`src/rtl/seq_shift_pkg.sv`:
```
// Shared types for the sequential shift unit: shift modes and FSM states.
// Optional rotate support is enabled by SEQ_SHIFT_ROTATE_EN in the design files.
package seq_shift_pkg;

  typedef enum logic [1:0] {
    SH_NONE = 2'b00,
    SH_LSL  = 2'b01,
    SH_LSR  = 2'b10,
    SH_ASR  = 2'b11
  } shift_mode_t;

  typedef enum logic [1:0] {
    ST_IDLE  = 2'b00,
    ST_SHIFT = 2'b01,
    ST_DONE  = 2'b10
  } shift_state_t;

endpackage

```
`src/rtl/shift_step.sv`:
```
// Combinational shift of WIDTH bits by amt (0..STEP) positions, with carry-out.
// The rot input selects rotate for LSL/LSR (driven only when SEQ_SHIFT_ROTATE_EN is defined).
module shift_step
  import seq_shift_pkg::*;
#(
  parameter int WIDTH = 16,
  parameter int STEP  = 1,
  parameter int AW    = $clog2(WIDTH)
) (
  input  logic [WIDTH-1:0] data,
  input  shift_mode_t      mode,
  input  logic             rot,
  input  logic [AW-1:0]    amt,
  output logic [WIDTH-1:0] result,
  output logic             carry
);

  logic [WIDTH-1:0] v_s;
  logic             c_s;

  // apply up to STEP single-bit steps; carry tracks the last bit pushed out
  always_comb begin
    v_s = data;
    c_s = 1'b0;
    for (int i = 0; i < STEP; i++) begin
      if (AW'(i) < amt) begin
        case (mode)
          SH_LSL: begin
            c_s = v_s[WIDTH-1];
            v_s = {v_s[WIDTH-2:0], rot & v_s[WIDTH-1]};
          end
          SH_LSR: begin
            c_s = v_s[0];
            v_s = {rot & v_s[0], v_s[WIDTH-1:1]};
          end
          SH_ASR: begin
            c_s = v_s[0];
            v_s = {v_s[WIDTH-1], v_s[WIDTH-1:1]};
          end
          default: begin
            c_s = c_s;
            v_s = v_s;
          end
        endcase
      end else begin
        c_s = c_s;
        v_s = v_s;
      end
    end
  end

  assign result = v_s;
  assign carry  = c_s;

endmodule

```
`src/rtl/seq_shift_unit.sv`:
```
// Multi-cycle shift unit: valid/ready request in, STEP bits shifted per cycle, valid/ready result out.
// Define SEQ_SHIFT_ROTATE_EN to add the in_rot port (rotate for LSL/LSR).
module seq_shift_unit
  import seq_shift_pkg::*;
#(
  parameter int WIDTH = 16,
  parameter int STEP  = 1,
  parameter int AW    = $clog2(WIDTH)
) (
  input  logic             clk,
  input  logic             reset,
  input  logic             in_valid,
  output logic             in_ready,
  input  logic [WIDTH-1:0] in_data,
  input  logic [1:0]       in_mode,
  input  logic [AW-1:0]    in_amt,
`ifdef SEQ_SHIFT_ROTATE_EN
  input  logic             in_rot,
`endif
  output logic             out_valid,
  input  logic             out_ready,
  output logic [WIDTH-1:0] out_data,
  output logic             out_carry
);

  localparam logic [AW-1:0] AMT_MAX = AW'(WIDTH - 1);
  localparam logic [AW-1:0] STEP_L  = AW'(STEP);

  shift_state_t     state_r, state_n;
  shift_mode_t      mode_r;
  logic             rot_r;
  logic [AW-1:0]    rem_r;
  logic [WIDTH-1:0] data_r;
  logic             carry_r;
  logic             in_ready_r;
  logic             out_valid_r;
  logic [AW-1:0]    amt_sat_s;
  logic [AW-1:0]    k_s;
  logic [WIDTH-1:0] step_res_s;
  logic             step_carry_s;
  logic             rot_in_s;

`ifdef SEQ_SHIFT_ROTATE_EN
  assign rot_in_s = in_rot;
`else
  assign rot_in_s = 1'b0;
`endif

  assign amt_sat_s = (in_amt > AMT_MAX) ? AMT_MAX : in_amt;
  assign k_s       = (rem_r > STEP_L) ? STEP_L : rem_r;

  shift_step #(
    .WIDTH (WIDTH),
    .STEP  (STEP),
    .AW    (AW)
  ) u_step (
    .data   (data_r),
    .mode   (mode_r),
    .rot    (rot_r),
    .amt    (k_s),
    .result (step_res_s),
    .carry  (step_carry_s)
  );

  // next-state decode; DONE is left only once the result has actually been presented
  always_comb begin
    state_n = state_r;
    case (state_r)
      ST_IDLE: begin
        if (in_valid && in_ready_r) begin
          if ((amt_sat_s == {AW{1'b0}}) || (shift_mode_t'(in_mode) == SH_NONE)) begin
            state_n = ST_DONE;
          end else begin
            state_n = ST_SHIFT;
          end
        end else begin
          state_n = ST_IDLE;
        end
      end
      ST_SHIFT: begin
        if (rem_r == k_s) begin
          state_n = ST_DONE;
        end else begin
          state_n = ST_SHIFT;
        end
      end
      ST_DONE: begin
        if (out_valid_r && out_ready) begin
          state_n = ST_IDLE;
        end else begin
          state_n = ST_DONE;
        end
      end
      default: state_n = ST_IDLE;
    endcase
  end

  // state, handshake flags and datapath registers
  always_ff @(posedge clk) begin
    if (reset) begin
      state_r     <= ST_IDLE;
      mode_r      <= SH_NONE;
      rot_r       <= 1'b0;
      rem_r       <= {AW{1'b0}};
      data_r      <= {WIDTH{1'b0}};
      carry_r     <= 1'b0;
      in_ready_r  <= 1'b1;
      out_valid_r <= 1'b0;
    end else begin
      state_r    <= state_n;
      in_ready_r <= (state_n == ST_IDLE);
      // a zero-work request spends one cycle in DONE before valid, so latency is never below one
      out_valid_r <= (state_n == ST_DONE) && (state_r != ST_IDLE);
      case (state_r)
        ST_IDLE: begin
          if (in_valid && in_ready_r) begin
            data_r  <= in_data;
            mode_r  <= shift_mode_t'(in_mode);
            rot_r   <= rot_in_s;
            rem_r   <= amt_sat_s;
            carry_r <= 1'b0;
          end else begin
            data_r  <= data_r;
            carry_r <= carry_r;
          end
        end
        ST_SHIFT: begin
          data_r  <= step_res_s;
          carry_r <= step_carry_s;
          rem_r   <= rem_r - k_s;
        end
        default: begin
          data_r  <= data_r;
          carry_r <= carry_r;
        end
      endcase
    end
  end

  assign in_ready  = in_ready_r;
  assign out_valid = out_valid_r;
  assign out_data  = data_r;
  assign out_carry = carry_r;

endmodule

```
`config.mk`:
```
export PLATFORM = sky130hd
export DESIGN_NAME = seq_shift_unit
export DESIGN_NICKNAME = d
export VERILOG_FILES = /design/src/rtl/seq_shift_pkg.sv /design/src/rtl/shift_step.sv /design/src/rtl/seq_shift_unit.sv
export SDC_FILE = /design/constraint.sdc
export NUM_CORES = 1
export LEC_CHECK = 0
export CORE_MARGIN = 5
export CORE_UTILIZATION = 56
export DETAILED_ROUTE_END_ITERATION = 10
export DONT_BUFFER_PORTS = 1
export PLACE_DENSITY = 0.71
export SLEW_MARGIN = 15
export SYNTH_ARGS = -nofsm -noshare
export SYNTH_HDL_FRONTEND = slang
export SYNTH_SLANG_ARGS = --single-unit
```
`constraint.sdc`:
```
create_clock -name clk -period 4.8 [get_ports clk]
set_input_delay 0.96 -clock clk [delete_from_list [all_inputs] [get_ports clk]]
set_output_delay 0.96 -clock clk [all_outputs]
set_load 0.02 [all_outputs]
```
# Yosys cells after proc, flatten, opt, wreduce, memory -nomap -nowiden
# Cells that the tools add are included.
# W data, S select, Z words.
[totals]
regBits = 27
latch_bits = 0
mem_bits_rw = 0
romBits = 0
in_bits = 26
memories = 0
[classes]
addsub = 1
mul = 0
n_div = 0
order_cmp = 3
eq_ne = 12
n_shift = 0
n_mux = 17
n_bitwise = 0
reduce_logical = 15
[ops]
columns = ["op", "n"]
rows = [
  ["$pmux W16 S3", 1],
  ["$mux W16", 2],
  ["$pmux W16 S2", 1],
  ["$mux W4", 3],
  ["$eq A2 B2 Y1 const B", 4],
  ["$mux W2", 4],
  ["$pmux W4 S2", 1],
  ["$logic_not A2 Y1", 3],
  ["$pmux W2 S3", 1],
  ["$reduce_and A5 Y1", 1],
  ["$eq A2 B1 Y1 const B", 2],
  ["$eq A4 B4 Y1", 1],
  ["$gt A4 B1 Y1 const B", 1],
  ["$gt A4 B4 Y1 const B", 1],
  ["$logic_not A4 Y1", 1],
  ["$lt A1 B4 Y1 const A", 1],
  ["$ne A2 B2 Y1 const B", 2],
  ["$ne A4 B1 Y1 const B", 1],
  ["$pmux W1 S2", 2],
  ["$reduce_and A2 Y1", 2],
  ["$reduce_and A4 Y1", 1],
  ["$reduce_bool A2 Y1", 2],
  ["$sub A4 B4 Y4", 1],
  ["$logic_and A1 B1 Y1", 3],
  ["5 further kinds", 6],
]

# Logic depth before layout (Yosys ltp)
[depth]
ltp_word = 9
ltp_mapped = 8
ltp_nobuf = 8

# Hierarchy
# From an unflattened synthesis, not the netlist that was laid out.
[hier_totals]
hier_cells = 234
area_unflattened_um2 = 1707.9
[by_module_without_submodules]
columns = ["mod", "n_inst", "cells_each", "area_per_inst_um2"]
rows = [
  ["seq_shift_unit", 1, 152, 1227.4],
  ["shift_step", 1, 82, 480.5],
]

# Least setup slack after synthesis
# OpenSTA, ideal clock, no wires.
[synth_timing]
kind = "in2reg"
start = "in in_valid"
end = "reg data_r[10] (netlist: out_data[10])"
setup_time_ps = 70
arrival_ps = 2066
t_required_ps = 4730
setup_slack_ps = 2665
cell_stages = 6
path_buffers = 2
path_cell_list = "and4bb_1 > buf_6 > a21oi_4 > buf_6 > or4_1 > a21oi_1"
[synth_via]
elab_chain_len = 3
[synth_lines]
columns = ["element", "line", "rtl"]
rows = [
  ["from (decl)", "seq_shift_unit.sv:12", "input logic in_valid,"],
  ["$logic_and A1 B1 Y1", "seq_shift_unit.sv:116", "if (in_valid && in_ready_r) begin"],
  ["$ne A2 B2 Y1 (no line)", "--", ""],
  ["$reduce_and A4 Y1 (no line)", "--", ""],
  ["to (signal assigned)", "seq_shift_unit.sv:117", "data_r <= in_data;"],
  ["to (signal assigned)", "seq_shift_unit.sv:123", "data_r <= data_r;"],
  ["to (signal assigned)", "seq_shift_unit.sv:128", "data_r <= step_res_s;"],
  ["to (decl)", "seq_shift_unit.sv:33", "logic [WIDTH-1:0] data_r;"],
]
# No other way between the ends.
# A chain may end at the register's enable or synchronous reset.

# Final worst setup path
[layout_timing]
start = "reg state_r[0]"
end = "reg data_r[9] (netlist: out_data[9])"
[layout_via]
elab_chain_len = 3
word_cells_on_any_way = 8
[layout_lines]
columns = ["element", "line", "rtl"]
rows = [
  ["from (decl)", "seq_shift_unit.sv:29", "shift_state_t state_r, state_n;"],
  ["from (signal assigned)", "seq_shift_unit.sv:110", "state_r <= state_n;"],
  ["$eq A2 B1 Y1 or $logic_not A2 Y1 (tied branches)", "seq_shift_unit.sv:114", "case (state_r)"],
  ["$ne A4 B1 Y1 (no line) (tied with other cells)", "--", ""],
  ["$reduce_and A4 Y1 (no line)", "--", ""],
]
# Several ways; a longest one is shown, not always the timed one.

==> results.cfg <==
[critical_path]
critPathKind = flip-flop to flip-flop
crit_path_top_delay_cell = nor3_4
cp_cell_sequence = nand2b_1, nor3_4, o21ai_0, a21oi_1
r2r-end = out_data[9]
r2r_setup_slack_ns = 2.46
startpoint = state_r[0]
cp-start-kind = flip-flop
critPathTopFamily = simple AND/OR/NAND/NOR gates
r2r_cells = 4
worstPathArrival_ns = 2.60
cp_max_fo = 30
endpoint = out_data[9]
reg2reg_from = state_r[0]
end_kind = flip-flop
crit_buf_inv = 0
cpPeakStageDelay_ns = 0.84
worstPathRequired_ns = 5.06
cp.depth = 4

[yosys]
avgSynthCellArea_sq_um = 8.09
ys_seq_area_share_pct = 33.6
syn_nets = 226
yosys_warnings = 0
synth-seq-cells = 27
syn_area_sq_um = 1610
syn_inst = 199
synth.distinct_cells = 41

[floorplan]
rows = 19
core_sq_um = 2760
die_h_um = 63.6
die_w_um = 63.6
dieArea_sq_um = 4050
initial_core_util_pct = 58.4
io_pins = 45

[drt]
ant_nets = 0
drt_iter0_drc = 97
vias = 1402
routed_wirelength_mm = 3.55
routed_via_density = 6.49
wl_per_cell_um = 16.4
drt_first_pass_iters = 4
route.detailed.drc = 0

[cts]
cts_tree = yes
postCtsHoldBufs = 0
clkTransAtPathRegs_ns = 0.15
postCtsSetupBuffers = 0
clock_path_buffers = 2
root_buffer = clkbuf_4
clock_sinks = 27
cts-resized-gates = 0
cts_buffers = 3
htreeDepth = 1
clk_latency_ns = 0.32

[finish]
num_antenna_cells = 0
final_common_cell = dfxtp_1
layout_common_cells = dfxtp_1 (27), a21oi_1 (25), nor2_1 (22)
finalNetCount = 213
syn_to_final_growth_pct = -4.35
fillers = 261
final_util_pct = 55.9
drive_above_1_share_pct = 5.95

[grt]
use_met2_pct = 29.1
busiest_layer = met2
grt.met3_usage_pct = 5.86
grt_pass1_wl_mm = 6.12
grt_max_degree = 36
grt_overflow = 0
use_met1_pct = 23.1
grtUsageTotal_pct = 18.2
antenna_found_initial = 0
grt_pass1_vias = 1301

[hold_path]
min_from = rem_r[3]
min_path_type = flip-flop to flip-flop

[timing]
finalCritPeriodShare_pct = 48.7
skew_ns = 0.00782
rsz0062_at_grt = no
fmax_mhz = 428
hold_viol = 0
worst_pin_slew_ns = 0.871
finalSetupViolations = 0
period_needed_ns = 2.34
final_max_slew_viol_count = 0
tns_ns = 0
slew_headroom_pct = 41.9

[power_and_ir_drop]
power.total_w = 0.000617
ir_worst_vdd_v = 0.000242
p_per_area_nw_per_um2 = 400
p_leak_nw = 0.522

[placement]
globalplace.congestion = 0.782
dpl.hpwl_mm = 2.45
io_buffers = 0

[status]
outcome = complete, no violations

[flow_run]
cap_violations = 0
tightest hold or removal path, cell delays in order, from the launching register on:
cell	delay [ns]
dfxtp_1	0.35
o21ai_0	0.08
a21oi_1	0.07
cell usage after synthesis, drive strengths merged:
library cell	n	area (sq um)
xor2	1	8.76
a21o	1	7.51
mux2i	2	20.0
and4bb	2	25.0
a211oi	15	113
a21boi	1	7.51
a32oi	1	8.76
nor2b	13	81.3
clkdlybuf4s25	1	10.0
nand3b	1	7.51
o31a	1	8.76
o21ai	23	115
and4b	1	11.3
and2	2	12.5
nor3	2	15.0
nand2b	4	25.0
a21oi	26	141
nand4b	1	8.76
or3	2	12.5
nor2	22	82.6
and2b	2	18.8
or4	16	124
nand2	8	30.0
or2	1	6.26
inv	3	11.3
clkbuf	5	28.8
ha	1	12.5
o22ai	1	6.26
buf	13	110
dfxtp	27	541
power breakdown:
part | internal [W] | total (W) | switching (W)
sequential | 0.000259 | 0.000330 | 0.0000714
combinational | 0.0000814 | 0.000185 | 0.000104
clock | 0.0000325 | 0.000101 | 0.0000686
layout make-up:
class	count	area [sq um]	area share (%)
well taps	31	38.8	2.52
repair buffers	1	7.51	0.487
inverters	3	11.3	0.731
multi-input cells	150	916	59.5
flip-flops and latches	27	541	35.1
clock buffers	4	26.3	1.71
worst min-delay path by stage:
stage / end / cells past startpoint
detailed placement: rem_r[3] / 2
global placement: rem_r[3] / 2
finish: rem_r[3] / 2
floorplan: rem_r[3] / 2
global route: rem_r[3] / 2
CTS: rem_r[3] / 2
logic make-up after synthesis:
family	after synthesis	synth area share, %
and+or+nand+nor	77	28.6
AOI/OAI and AO/OA	69	25.3
DFF	27	33.6
buffers and inverters	22	9.94
muxes	2	1.24
xor gates and xnor gates	1	0.544
adders and majority gates	1	0.777
registers in the layout, summed over array words and instances, names as in the netlist:
register   flops
mode_r         2
rem_r          4
out_valid      1
in_ready       1
state_r        2
out_data      16
out_carry      1
layer usage:
layer	part of all wire (%)	wire [um]	up-vias
met1	44	1560	670
met5	0	0	-
met2	47	1670	38
li1	-	-	692
met4	0.56	20	0
met3	8.6	307	2
through the flow:
step	std cells	hold slack, ns	setup WS (ns)	area [sq um]
floorplan	199	0.463	2.66	1610
global placement	212	0.489	2.36	1510
detailed placement	212	0.508	2.19	1510
CTS	216	0.528	2.16	1530
global route	216	0.564	2.11	1540
finish	216	0.522	2.46	1540
Note: power is estimated with default switching activity, not from simulation.
